### config.mk
export PLATFORM = sky130hd
export DESIGN_NAME = vae_recon_collector
export DESIGN_NICKNAME = d
export VERILOG_FILES = /design/src/rtl/vae_recon_collector.sv
export SDC_FILE = /design/constraint.sdc
export NUM_CORES = 1
export LEC_CHECK = 0
export ABC_AREA = 0
export CAP_MARGIN = 20
export CORE_ASPECT_RATIO = 0.7
export CORE_MARGIN = 5
export CORE_UTILIZATION = 45
export DETAILED_ROUTE_END_ITERATION = 10
export GPL_TIMING_DRIVEN = 1
export PLACE_DENSITY = 0.75
export SYNTH_ARGS = -nofsm -noshare
export SYNTH_HDL_FRONTEND = slang
export SYNTH_SLANG_ARGS = --single-unit
export TNS_END_PERCENT = 5
### constraint.sdc
create_clock -name clk -period 7.2 [get_ports clk]
set_input_delay 1.08 -clock clk [delete_from_list [all_inputs] [get_ports clk]]
set_output_delay 1.08 -clock clk [all_outputs]
set_load 0.1 [all_outputs]
### src/rtl/vae_recon_collector.sv
// Applies a pattern to the autoencoder, averages NUM_SAMPLES stochastic output
// vectors, thresholds them back to a 9-bit reconstruction and counts bit errors.
module vae_recon_collector #(
    parameter int                 NUM_SAMPLES   = 8,
    parameter int                 SETTLE_CYCLES = 2,
    parameter logic signed [19:0] THRESH        = 20'sh08000
) (
    input  logic                clk,
    input  logic                rst_n,
    input  logic                start,
    input  logic [8:0]          x_ref,
    input  logic signed [19:0]  y_0,
    input  logic signed [19:0]  y_1,
    input  logic signed [19:0]  y_2,
    input  logic signed [19:0]  y_3,
    input  logic signed [19:0]  y_4,
    input  logic signed [19:0]  y_5,
    input  logic signed [19:0]  y_6,
    input  logic signed [19:0]  y_7,
    input  logic signed [19:0]  y_8,
    output logic [8:0]          x_drive,
    output logic                busy,
    output logic                done,
    output logic [8:0]          x_hat,
    output logic [3:0]          err_count,
    output logic [179:0]        p_avg
);

    localparam int DATA_W = 20;
    localparam int NOUT   = 9;
    localparam int ACC_W  = 23;
    localparam int CLP_W  = 17;
    localparam int SHIFT  = $clog2(NUM_SAMPLES);
    localparam int CNT_W  = 7;

    typedef enum logic [2:0] {
        S_IDLE,
        S_SETTLE,
        S_ACCUM,
        S_DECIDE,
        S_DONE
    } state_t;

    state_t                    r_state;
    state_t                    w_state_nxt;
    logic signed [DATA_W-1:0]  w_y [NOUT];
    logic [ACC_W-1:0]          r_acc [NOUT];
    logic [3:0]                r_settle_cnt;
    logic [CNT_W-1:0]          r_sample_cnt;
    logic [8:0]                r_ref;
    logic [8:0]                r_x_drive;
    logic [8:0]                r_x_hat;
    logic [3:0]                r_err;
    logic [179:0]              r_p_avg;
    logic [DATA_W-1:0]         w_avg [NOUT];
    logic [8:0]                w_x_hat;
    logic [3:0]                w_err;

    // Sigmoid outputs can stray outside [0, 1.0]; pin them to that range.
    function automatic logic [CLP_W-1:0] clamp_unit(input logic signed [DATA_W-1:0] v);
        if (v < 20'sd0)
            return '0;
        else if (v > 20'sh10000)
            return 17'h10000;
        else
            return v[CLP_W-1:0];
    endfunction

    assign w_y[0] = y_0;
    assign w_y[1] = y_1;
    assign w_y[2] = y_2;
    assign w_y[3] = y_3;
    assign w_y[4] = y_4;
    assign w_y[5] = y_5;
    assign w_y[6] = y_6;
    assign w_y[7] = y_7;
    assign w_y[8] = y_8;

    assign x_drive   = r_x_drive;
    assign x_hat     = r_x_hat;
    assign err_count = r_err;
    assign p_avg     = r_p_avg;

    always_ff @(posedge clk or negedge rst_n) begin
        if (!rst_n)
            r_state <= S_IDLE;
        else
            r_state <= w_state_nxt;
    end

    always_comb begin
        w_state_nxt = r_state;
        busy        = 1'b0;
        done        = 1'b0;
        case (r_state)
            S_IDLE: begin
                if (start)
                    w_state_nxt = S_SETTLE;
            end
            S_SETTLE: begin
                busy = 1'b1;
                if (r_settle_cnt == 4'd0)
                    w_state_nxt = S_ACCUM;
            end
            S_ACCUM: begin
                busy = 1'b1;
                if (r_sample_cnt == CNT_W'(NUM_SAMPLES - 1))
                    w_state_nxt = S_DECIDE;
            end
            S_DECIDE: begin
                busy        = 1'b1;
                w_state_nxt = S_DONE;
            end
            S_DONE: begin
                done        = 1'b1;
                w_state_nxt = S_IDLE;
            end
            default: w_state_nxt = S_IDLE;
        endcase
    end

    // Average is a plain shift because NUM_SAMPLES is a power of two.
    always_comb begin
        w_avg   = '{default: '0};
        w_x_hat = '0;
        w_err   = '0;
        for (int i = 0; i < NOUT; i++) begin
            w_avg[i]       = DATA_W'(r_acc[i] >> SHIFT);
            w_x_hat[8 - i] = ($signed(w_avg[i]) >= THRESH);
        end
        for (int i = 0; i < NOUT; i++)
            w_err = w_err + {3'd0, w_x_hat[i] ^ r_ref[i]};
    end

    always_ff @(posedge clk or negedge rst_n) begin
        if (!rst_n) begin
            for (int i = 0; i < NOUT; i++)
                r_acc[i] <= '0;
            r_settle_cnt <= '0;
            r_sample_cnt <= '0;
            r_ref        <= '0;
            r_x_drive    <= '0;
            r_x_hat      <= '0;
            r_err        <= '0;
            r_p_avg      <= '0;
        end else begin
            case (r_state)
                S_IDLE: begin
                    if (start) begin
                        r_ref        <= x_ref;
                        r_x_drive    <= x_ref;
                        r_settle_cnt <= 4'(SETTLE_CYCLES - 1);
                        for (int i = 0; i < NOUT; i++)
                            r_acc[i] <= '0;
                    end
                end
                S_SETTLE: begin
                    if (r_settle_cnt != 4'd0)
                        r_settle_cnt <= r_settle_cnt - 4'd1;
                    else
                        r_sample_cnt <= '0;
                end
                S_ACCUM: begin
                    for (int i = 0; i < NOUT; i++)
                        r_acc[i] <= r_acc[i] + {{(ACC_W - CLP_W){1'b0}}, clamp_unit(w_y[i])};
                    r_sample_cnt <= r_sample_cnt + 1'b1;
                end
                S_DECIDE: begin
                    r_x_hat <= w_x_hat;
                    r_err   <= w_err;
                    for (int i = 0; i < NOUT; i++)
                        r_p_avg[DATA_W*i +: DATA_W] <= w_avg[i];
                end
                default: ;
            endcase
        end
    end

endmodule
Yosys cells after proc, flatten, opt, wreduce, memory -nomap -nowiden
Index checks and enable logic that the tools add are counted.
Operators by class
  reduce and logical (&&, ||, !) cells: 12
  equality and inequality tests: 10
  $add $sub $neg: 19
  order comparisons: 27
  muxes and demuxes: 40
  bitwise logic cells: 9
Operators by type and width (count)
  $mux W17: 27
  $pmux W207 S2: 1
  $add A23 B17 Y23: 9
  $mux W207: 1
  $ge A20 B17 Y1 const B: 9
  $gt A20 B18 Y1 const B: 9
  $lt A20 B1 Y1 const B: 9
  $add A4 B1 Y4: 5
  $pmux W7 S2: 1
  $pmux W3 S4: 1
  $ne A2 B2 Y1 const B: 5
  $mux W3: 3
  $xor A1 B1 Y1: 9
  $mux W4: 2
  $pmux W4 S2: 1
  $add A7 B1 Y7 const B: 1
  $eq A7 B3 Y1 const B: 1
  $mux W7: 1
  $eq A3 B2 Y1 const B: 2
  $reduce_and A2 Y1: 3
  $reduce_and A3 Y1: 2
  $reduce_bool A2 Y1: 3
  $add A3 B1 Y4: 1
  $logic_not A4 Y1: 1
  9 further kinds: 10
Word-level totals
  output and inout port bits: 204
  bits in registers: 423
  word-level logic and storage cells: 133

Longest topological paths before layout
  depth after elaboration: 10
  depth in mapped cells: 15
  mapped depth without buffers: 14

Worst setup path after synthesis
Ideal clock, no wire load.
  kind: input to register
  start: input y_6[3]
  end: register r_acc[65] (netlist name)
  stages on the path: 14
  library setup time: 0.079 ns
  path buffers: 1
  data required time: 7.121 ns
  setup slack: 2.529 ns
  data arrival time: 4.591 ns
  cells stage by stage: nor4_1 nand4_1 a2111oi_0 clkbuf_1 and2_1 ha_1 and3_1 and3_1 a21o_1 o41ai_4 o21ai_2 a311oi_4 nand2b_1 mux2i_1
Between the ends
  longest elaborated chain between the ends: 6
  elaborated cells between the ends (all ways): 7
  those cells by class: add/sub: 1; order compare: 2; mux: 4
RTL lines
  start: declaration: RTL line 18  | input logic signed [19:0] y_6,
  $gt A20 B18 Y1: RTL line 63  | else if (v > 20'sh10000)
  $mux W17: RTL line 63
  $mux W17 *: RTL line 61  | if (v < 20'sd0)
  $mux W17 *: RTL line 147  | case (r_state)
  $add A23 B17 Y23 *: RTL line 165  | r_acc[i] <= r_acc[i] + {{(ACC_W - CLP_W){1'b0}}, clamp_unit(w_y[i])};
  $pmux W207 S2 *: RTL line 147
  end signal: indexed assignment: RTL line 165
  end: declaration: RTL line 47  | logic [ACC_W-1:0] r_acc [NOUT];
Every way passes the cells marked *; elsewhere a longest branch is shown, timed or not. The select of a mux whose other input is x is not followed.
A chain may end at the register's enable or synchronous reset.

Worst setup path in the final report
  start: input y_1[1]
  end: register r_acc[183] (netlist name)
Between the ends
  longest elaborated chain between the ends: 6
  elaborated cells between the ends (all ways): 7
  those cells by class: add/sub: 1; order compare: 2; mux: 4
RTL lines
  start: declaration: RTL line 13  | input logic signed [19:0] y_1,
  $gt A20 B18 Y1: RTL line 63
  $mux W17: RTL line 63
  $mux W17 *: RTL line 61
  $mux W17 *: RTL line 147
  $add A23 B17 Y23 *: RTL line 165
  $pmux W207 S2 *: RTL line 147
Marked as above.

==> results.py <==
metrics = {
    "floorplan": {
        "row_count": 72,
        "io_pins": 396,
        "coreArea_sq_um": 55000,
        "dieWidth_um": 291,
        "start_util_pct": 45.2,
        "die-area_sq_um": 60100,
        "die_y_um": 207,
    },
    "critical_path": {
        "cp-start-kind": "input pin",
        "crit_path_end_kind": "flop",
        "cp.required_ns": 7.62,
        "slowest_delay_ns": 0.59,
        "cp_slowest_cell": "nor4_1",
        "rrSetupSlack_ns": 3.24,
        "worstSetupPathType": "in2reg",
        "arrival_ns": 5.32,
        "worstPathCellList": "clkdlybuf4s50_1, nor4_1, nand4_1, a2111oi_2, buf_4, and2_1, ha_1, a21o_1, a21oi_2, o21ai_1, a31oi_1, o21ai_1, a221oi_2, mux2i_1, o311ai_0",
        "cp_max_fo": 16,
        "r2r_end": "err_count[2]",
        "r2r_start": "r_acc[90]",
        "reg2regPathDepth": 10,
        "cpMostUsedCell": "o21ai_1",
    },
    "worst_hold_path": {
        "worstHoldPathCells": 2,
        "holdPathEnd": "p_avg[18]",
        "min-delay-start": "p_avg[18]",
        "holdCritPathClass": "reg2reg",
    },
    "sta": {
        "max_slew_margin_pct": 23.9,
        "hold_viol_final": 0,
        "clock-skew-final_ns": 0.0127,
        "setup_viol": 0,
        "tns_ns": 0,
        "fmax_mhz": 204,
        "rsz0062_at_grt": "false",
        "post-route-period-util_pct": 68.0,
        "maxSlewViolCount": 0,
        "holdWs_ns": 0.470,
        "worst_pin_slew_ns": 1.14,
        "min_period_ns": 4.90,
        "setup_slack_ns": 2.30,
    },
    "power": {
        "peakVddDrop_uv": 425,
        "p_leak_nw": 15.2,
        "p_int_mw": 6.36,
        "pwr-share-seq_pct": 30.1,
        "clkPwrFrac_pct": 21.9,
        "p_sw_mw": 5.87,
        "combinationalPowerShare_pct": 48.0,
        "sw_frac_of_total_pct": 48.0,
        "finalPower_mw": 12.2,
        "power_density_nw_per_um2": 391,
    },
    "synth": {
        "synth_edf_count": 0,
        "ys_warn_count": 0,
        "synth-seq-cells": 423,
        "syn_inst": 2837,
        "syn-cell-area_sq_um": 24900,
        "synth_flop_cell": "dfrtp_1",
        "syn_area_per_cell_sq_um": 8.76,
        "syn_nets": 3201,
        "ys_seq_area_share_pct": 42.6,
        "synthArstFlopShare_pct": 100,
        "synth_cell_types": 77,
    },
    "routing": {
        "firstDrtPassIters": 5,
        "ant_nets": 0,
        "vias_per_cell": 5.45,
        "drcViolationCount": 0,
        "routed_wl_um": 69500,
        "wl_per_cell_um": 17.5,
        "drtIter0Drc": 1416,
        "via_count": 21590,
    },
    "layout": {
        "fin_util_pct": 57.0,
        "final_cells": 3965,
        "final_area_sq_um": 31300,
        "nNetsFinal": 3551,
        "area_growth_pct": 26.0,
        "layout_commonest_cell": "nand2_1",
        "fillers": 4883,
        "layout_common_cells": "nand2_1 (829), dfrtp_1 (423), clkdlybuf4s50_1 (394)",
        "n_antenna_cell": 0,
        "drive_gt1_share_pct": 4.28,
    },
    "clocking": {
        "cts.sinks": 423,
        "cts-hold-fix-buffers": 0,
        "cts_tree": "built",
        "cts_buffers": 46,
        "post_cts_buffers": 0,
        "path_clk_slew_ns": 0.06,
        "clock_latency_ns": 0.57,
        "clk_path_buf_depth": 3,
        "cts_resized": 0,
        "h-tree-depth": 2,
        "cts_root_buffer": "clkbuf_16",
    },
    "place": {
        "dpl_cell_area_sq_um": 29600,
        "port_buffers": 395,
        "gp_congestion": 0.887,
        "place_inst": 3878,
        "dp_hpwl_um": 48500,
        "preCtsSetupSlack_ns": 1.79,
    },
    "global_route": {
        "grt_max_degree": 199,
        "grt_first_pass_wirelength_um": 112000,
        "grt_pass1_vias": 21092,
        "antenna_found_initial": 1,
        "grtUsageTotal_pct": 22.4,
        "grt-ovfl-total": 0,
    },
    "outcome": {
        "status": "finished, final reports clean",
    },
    "flow_run": {
        "max_cap_violations": 0,
    },
}
## sequential cells by signal, indices dropped and copies added (netlist names)
signal,flops
err_count,4
p_avg,180
r_acc,207
r_sample_cnt,7
r_settle_cnt,4
r_state,3
x_drive,9
x_hat,9
## synthesized netlist by cell type (6+ instances only)
library cell  instances  share of area, %
a41oi_1               6              0.21
nand3_1              55               1.1
a211o_1               7              0.25
a22o_1               25              0.88
nor3_1               35              0.70
a31oi_1              13              0.33
nand4_1              29              0.73
nand2_1             831                13
buf_2                 9              0.18
and2_1              152               3.8
and3_1               23              0.58
inv_1                41              0.62
nor3b_1               7              0.21
or3_1                 6              0.15
nor2b_1              13              0.33
nor2_1               86               1.3
o31ai_1              33               1.0
clkbuf_1             94               1.4
nand2b_1             16              0.40
a2111oi_0            15              0.53
o21a_1                6              0.18
fa_1                 14               1.1
a21o_1               75               2.3
buf_1                11              0.17
o21bai_1             27              0.82
dfrtp_1             423                43
ha_1                158               8.0
mux2i_1              25               1.0
a211oi_1              9              0.27
xor2_1               66               2.3
xnor2_1              66               2.3
o21ai_1              12              0.24
o21ai_0             191               3.8
a21oi_1             102               2.1
o211ai_1             31              0.94
nor4_1               49               1.2
## power by group through the flow
stage / Sequential [mW] / Clock [mW] / Combinational [mW]
2_1_floorplan: 5.38 / 0 / 2.50
3_3_place_gp: 3.68 / 0 / 5.79
3_5_place_dp: 3.70 / 0 / 5.89
4_1_cts: 3.67 / 2.74 / 5.91
5_1_grt: 3.77 / 2.83 / 6.36
6_report: 3.68 / 2.68 / 5.88
## cell type report
| type | instances | area [sq um] | share of cell area (%) |
|---|---|---|---|
| sequential | 423 | 10600 | 33.8 |
| timing repair buffer | 417 | 4200 | 13.4 |
| clock inverter | 21 | 345 | 1.10 |
| tap | 740 | 926 | 2.96 |
| multi-input combinational | 2257 | 13700 | 43.8 |
| clock buffer | 65 | 1390 | 4.43 |
| inverter | 42 | 163 | 0.519 |
## worst max-delay path: cells and delay by family
kind | cells | cell delay [ns]
AO/OA/AOI/OAI | 8 | 2.04
adder cells (fa/ha/maj) | 1 | 0.27
buffers and inverters | 2 | 0.70
multiplexers | 1 | 0.24
AND/OR/NAND/NOR | 3 | 0.98
## per-layer routing
layer  part of all wire, %  vias up  global-route usage [%]
li1                      -    10576                       -
met1                    49    10407                    32.9
met2                    43      517                    34.2
met3                   6.5       88                    5.27
met4                   1.9        2                    4.63
met5                 0.010        -                       0
## cells by family (layout without fill, tap and decap cells)
kind of cell               count (synthesis)  after routing  synth area share [%]
and+or+nand+nor                         1319           1319                  23.7
AOI/OAI and AO/OA                        609            609                  16.5
DFF                                      423            423                  42.6
adders and majority gates                172            172                  9.08
buffers and inverters                    157            545                  2.43
xor gates and xnor gates                 132            132                  4.65
muxes                                     25             25                  1.01
## how the worst max path moves through the flow
stage | start | endpoint
3_3_place_gp | y_8[0] | r_acc[15]
4_1_cts | y_1[1] | r_acc[183]
6_report | y_1[1] | r_acc[183]
2_1_floorplan | y_6[3] | r_acc[65]
3_5_place_dp | y_1[1] | r_acc[183]
5_1_grt | y_0[11] | r_acc[206]
Note: power is estimated with default switching activity, not from simulation.
==> patch 1 (same settings) <==
Re-encode `state_t` (5 states) as one-hot, 5 bits wide.
--- a/src/rtl/vae_recon_collector.sv
+++ b/src/rtl/vae_recon_collector.sv
@@ -33,12 +33,12 @@
     localparam int SHIFT  = $clog2(NUM_SAMPLES);
     localparam int CNT_W  = 7;
 
-    typedef enum logic [2:0] {
-        S_IDLE,
-        S_SETTLE,
-        S_ACCUM,
-        S_DECIDE,
-        S_DONE
+    typedef enum logic [4:0] {
+        S_IDLE   = 5'b00001,
+        S_SETTLE = 5'b00010,
+        S_ACCUM  = 5'b00100,
+        S_DECIDE = 5'b01000,
+        S_DONE   = 5'b10000
     } state_t;
 
     state_t                    r_state;
Formal check against the unedited RTL: no difference found for any inputs over 4 cycles, from zero or initial values and one cycle with rst_n low; so few cycles prove little.
==> patch 1 against the unedited design <==
- die area increased by 0.21%
- highest routed layer is now met4
- combinational power decreased by 42%
- count of clock-buffer cells in the layout is 2 lower
- power is 26% lower
- area after synthesis is 0.22% higher
- sequential cell count rose by 2
- setup slack worse by 0.75 ns
- routed wire length rose by 0.93%
- critical path depth shrank 9
- design area fell by 0.59%
==> patch 1: results (changes against the unedited design) <==
| Metric | Value |
|---|---|
| Status | finished clean (unchanged) |
| Post-synthesis sequential area ratio | 42.7% (was 42.6%) |
| Metal2 WL | 30.0 mm (was 29.7 mm) |
| Worst Path Max Fanout | 45 (was 16) |
| First-pass GRT wire length | 113 mm (was 112 mm) |
| Synth Area in Compound Gates | 16.6% (was 16.5%) |
| Post-synthesis adder-cell area fraction | 9.06% (was 9.08%) |
| M1 wire length | 34.4 mm (was 34.0 mm) |
| VDD IR-drop max | 0.000280 V (was 0.000425 V) |
| Post-synthesis net count | 3215 (was 3201) |
| Max reg flops | 207 (unchanged) |
| Vias per Instance | 5.41 (was 5.45) |
| Number of fill cells | 4898 (was 4883) |
| Placed inst area | 29600 um^2 (about the same) |
| Mapped Cells | 2851 (was 2837) |
| Post-DP HPWL | 49.3 mm (was 48.5 mm) |
| H-tree levels | 2 (unchanged) |
| GP Congestion | 0.878 (was 0.887) |
| Post-Place Cells | 3895 (was 3878) |
| Routed vias | 21500 (was 21600) |
| Largest net degree at the start of global routing | 168 (was 199) |
| Initial antenna violation count | 1 (unchanged) |
| Met3 WL | 4.16 mm (was 4.50 mm) |
| Worst-path clk slew | 0.06 ns (about the same) |
| Lkg Pwr | 15.1 nW (was 15.2 nW) |
| Gr usage total | 22.8% (was 22.4%) |
| GR Util met1 | 34.0% (was 32.9%) |
| Most flops, register | r_acc (unchanged) |
| PortBufs | 395 (unchanged) |
| Total routed wirelength | 70.2 mm (was 69.5 mm) |
| Mux cell area share after synthesis | 0.201% (was 1.01%) |
| Synth area leaders | dfrtp_1 43%, nand2_1 12%, ha_1 7.9% (was dfrtp_1 43%, nand2_1 13%, ha_1 8.0%) |
| Buffer count from post-CTS setup fixing | 0 (unchanged) |
| Max stage delay on crit path | 1.25 ns (was 0.59 ns) |
| Share of cells above drive strength 1 | 4.38% (was 4.28%) |
| Worst rel slew slack | 24.0% (was 23.9%) |
| 1st-iter DRT viols | 1490 (was 1416) |
| Kind of cell adding the most delay to the critical path | buffers and inverters (was compound AO/OA/AOI/OAI gates) |
| Number of gates resized after cts | 0 (unchanged) |
| Vias in the first global route | 20700 (was 21100) |
| Post-Synth XOR/XNOR Area | 5.63% (was 4.65%) |
| Layout Nets | 3571 (was 3551) |
| Worst-Skew Late Latency | 0.57 ns (about the same) |
| Grt met2 use | 34.6% (was 34.2%) |
| DR top layer | met4 (was met5) |
| Skew final | 0.0229 ns (was 0.0127 ns) |
| Post-synth top cells | 793 x nand2_1, 424 x dfrtp_1, 168 x o21ai_0 (was 831 x nand2_1, 423 x dfrtp_1, 191 x o21ai_0) |
| Synth cell types | 79 (was 77) |
| YS warnings | 0 (unchanged) |
| Root buf cell | clkbuf_16 (unchanged) |
| Global Route met3 Usage | 4.09% (was 5.27%) |
| Pre-antenna DRT Iters | 5 (unchanged) |
| CTS max path bufs | 3 (unchanged) |
| Num CTS Buffers | 46 (unchanged) |
| Dpl ws | 1.57 ns (was 1.79 ns) |
| Critical path's slowest cell | clkdlybuf4s50_1 (was nor4_1) |
| Critical Path AT | 4.56 ns (was 5.32 ns) |
-- patch 1: final timing paths --
kind / startpoint / to / slack (ns) / cells past startpoint
max: start / busy / 1.56 / 6
min: p_avg[157] / p_avg[157] / 0.47 / 2
max reg2reg: r_acc[42] / err_count[2] / 3.40 / 10
min reg2reg: p_avg[157] / p_avg[157] / 0.47 / 2
max in group asynchronous: rst_n / p_avg[107] / 5.20 / 2
min in group asynchronous: rst_n / r_acc[163] / 0.60 / 1
-- patch 1: layout make-up --
type	count	area [um^2]	area share, %
clock buffers	63	1340	4.29
well taps	740	926	2.97
clock inverters	18	214	0.687
inverters	44	170	0.547
multi-input cells	2279	13700	44.1
flip-flops and latches	425	10600	34.2
diodes	1	2.50	0.00804
repair buffers	411	4110	13.2
-- patch 1: where the power goes --
part           leakage [nW]  switching [W]  internal, W  total [W]
Clock                 0.752        0.00102      0.00144    0.00246
Combinational          8.51        0.00233      0.00108    0.00341
Sequential             5.84       0.000392      0.00283    0.00322
Total                  15.1        0.00374      0.00536    0.00910
==> patch 2 (same flow settings) <==
Made on the original files. Change the localparam `CNT_W` from 7 to 8.
--- a/src/rtl/vae_recon_collector.sv
+++ b/src/rtl/vae_recon_collector.sv
@@ -31,7 +31,7 @@
     localparam int ACC_W  = 23;
     localparam int CLP_W  = 17;
     localparam int SHIFT  = $clog2(NUM_SAMPLES);
-    localparam int CNT_W  = 7;
+    localparam int CNT_W  = 8;
 
     typedef enum logic [2:0] {
         S_IDLE,
Function: same outputs for any inputs over 4 cycles, from zero or initial values and one cycle with rst_n low; that may be too few to reach the edited logic, so the function may still have changed.
==> patch 2 against the unedited design <==
- count of clock-buffer cells in the layout shrank 1
- first-iteration DRC count increased by 5.6%
- sequential cell count increased by 1
- sequential share of layout area is 0.17 points higher
- setup slack better by 0.13 ns
- area after synthesis grew 0.57%
- register-to-register slack improved by 0.21 ns
- highest routed layer is now met4
- design area shrank 0.26%
- largest power group unchanged
- routed wire length grew 0.40%
- via count grew 0.42%
- power down 11%
==> patch 2: results (changes against the unedited design) <==
| Metric | Value |
|---|---|
| Worst-Skew Late Latency | 0.58 ns |
| Post-synthesis net count | 3229 (was 3201) |
| Share of cells above drive strength 1 | 4.01% (was 4.28%) |
| Buffer count from post-CTS setup fixing | 0 (unchanged) |
| Total routed wirelength | 69.8 mm (was 69.5 mm) |
| R2r endpoint | err_count[1] (was err_count[2]) |
| Vias per Instance | 5.44 (was 5.45) |
| Synth cell types | 74 (was 77) |
| Reg2Reg Depth | 12 (was 10) |
| Placed inst area | 29600 um^2 (about the same) |
| Synth area leaders | dfrtp_1 42%, nand2_1 13%, ha_1 7.9% (was dfrtp_1 43%, nand2_1 13%, ha_1 8.0%) |
| R2R setup slack | 3.45 ns (was 3.24 ns) |
| Critical path's slowest cell | a2111oi_2 (was nor4_1) |
| H-tree levels | 2 (unchanged) |
| GP Congestion | 0.914 (was 0.887) |
| Initial antenna violation count | 0 (was 1) |
| Max stage delay on crit path | 0.89 ns (was 0.59 ns) |
| Dpl ws | 1.69 ns (was 1.79 ns) |
| Num CTS Buffers | 46 (unchanged) |
| VDD IR-drop max | 0.000394 V (was 0.000425 V) |
| Routed vias | 21700 (was 21600) |
| Mapped Cells | 2865 (was 2837) |
| Status | finished clean (unchanged) |
| Critical Path AT | 5.19 ns (was 5.32 ns) |
| Gr usage total | 22.3% (was 22.4%) |
| Psw | 0.00532 W (was 0.00587 W) |
| Skew final | 0.0231 ns (was 0.0127 ns) |
| Number of fill cells | 4910 (was 4883) |
| Lkg Pwr | 15.1 nW (was 15.2 nW) |
| Worst Hold Launch | p_avg[112] (was p_avg[18]) |
| Post-Place Cells | 3902 (was 3878) |
| 1st-iter DRT viols | 1495 (was 1416) |
| First-pass GRT wire length | 113 mm (was 112 mm) |
| Setup crit start | y_5[0] (was y_1[1]) |
| Hold WS | 0.472 ns (was 0.470 ns) |
| Post-DP HPWL | 48.8 mm (was 48.5 mm) |
| Layout Nets | 3575 (was 3551) |
| Critical R2R Launch | r_acc[44] (was r_acc[90]) |
| Vias in the first global route | 21000 (was 21100) |
[patch 2: power groups by stage]
stage	clock network, W	registers [W]	logic, W
2_1_floorplan	0	0.00564	0.00129
3_3_place_gp	0	0.00323	0.00512
3_5_place_dp	0	0.00324	0.00516
4_1_cts	0.00258	0.00321	0.00518
5_1_grt	0.00269	0.00326	0.00543
6_report	0.00252	0.00321	0.00513
[patch 2: worst max path at each step]
stage          cells after the start  slack, ns          to
2_1_floorplan                     13       3.04   r_acc[13]
3_3_place_gp                      13       1.77  r_acc[179]
3_5_place_dp                      13       1.69  r_acc[181]
6_report                          14       2.43   r_acc[87]
4_1_cts                           13       2.28  r_acc[181]
5_1_grt                           13       1.90   r_acc[61]
[patch 2: cell type report]
class | count | area [um^2] | share of cell area [%]
repair buffers | 408 | 4100 | 13.1
flip-flops and latches | 424 | 10600 | 34.0
clock inverters | 18 | 259 | 0.829
inverters | 46 | 178 | 0.569
well taps | 740 | 926 | 2.96
multi-input cells | 2285 | 13800 | 44.2
clock buffers | 64 | 1350 | 4.33
[patch 2: critical path, delay by kind of cell]
family / cells / cell delay, ns
buffers and inverters: 1 / 0.44
adders and majority gates: 2 / 0.48
AOI/OAI and AO/OA: 6 / 2.05
and+or+nand+nor: 5 / 1.14
[patch 2: logic make-up (layout without fill, tap and decap cells)]
group / Yosys count / after routing / share of synthesized area, %
multiplexers: 35 / 35 / 1.40
AND/OR/NAND/NOR: 1320 / 1320 / 23.6
adder cells (fa/ha/maj): 172 / 172 / 9.03
XOR/XNOR: 119 / 119 / 4.17
AO/OA/AOI/OAI: 639 / 639 / 17.0
flip-flops: 424 / 424 / 42.4
buffers and inverters: 156 / 536 / 2.43
[patch 2: layer usage]
layer,share of wire (%),GRT usage [%]
met1,49,33.5
met2,43,33.9
met3,5.8,4.40
met4,1.6,4.29
met5,0,0
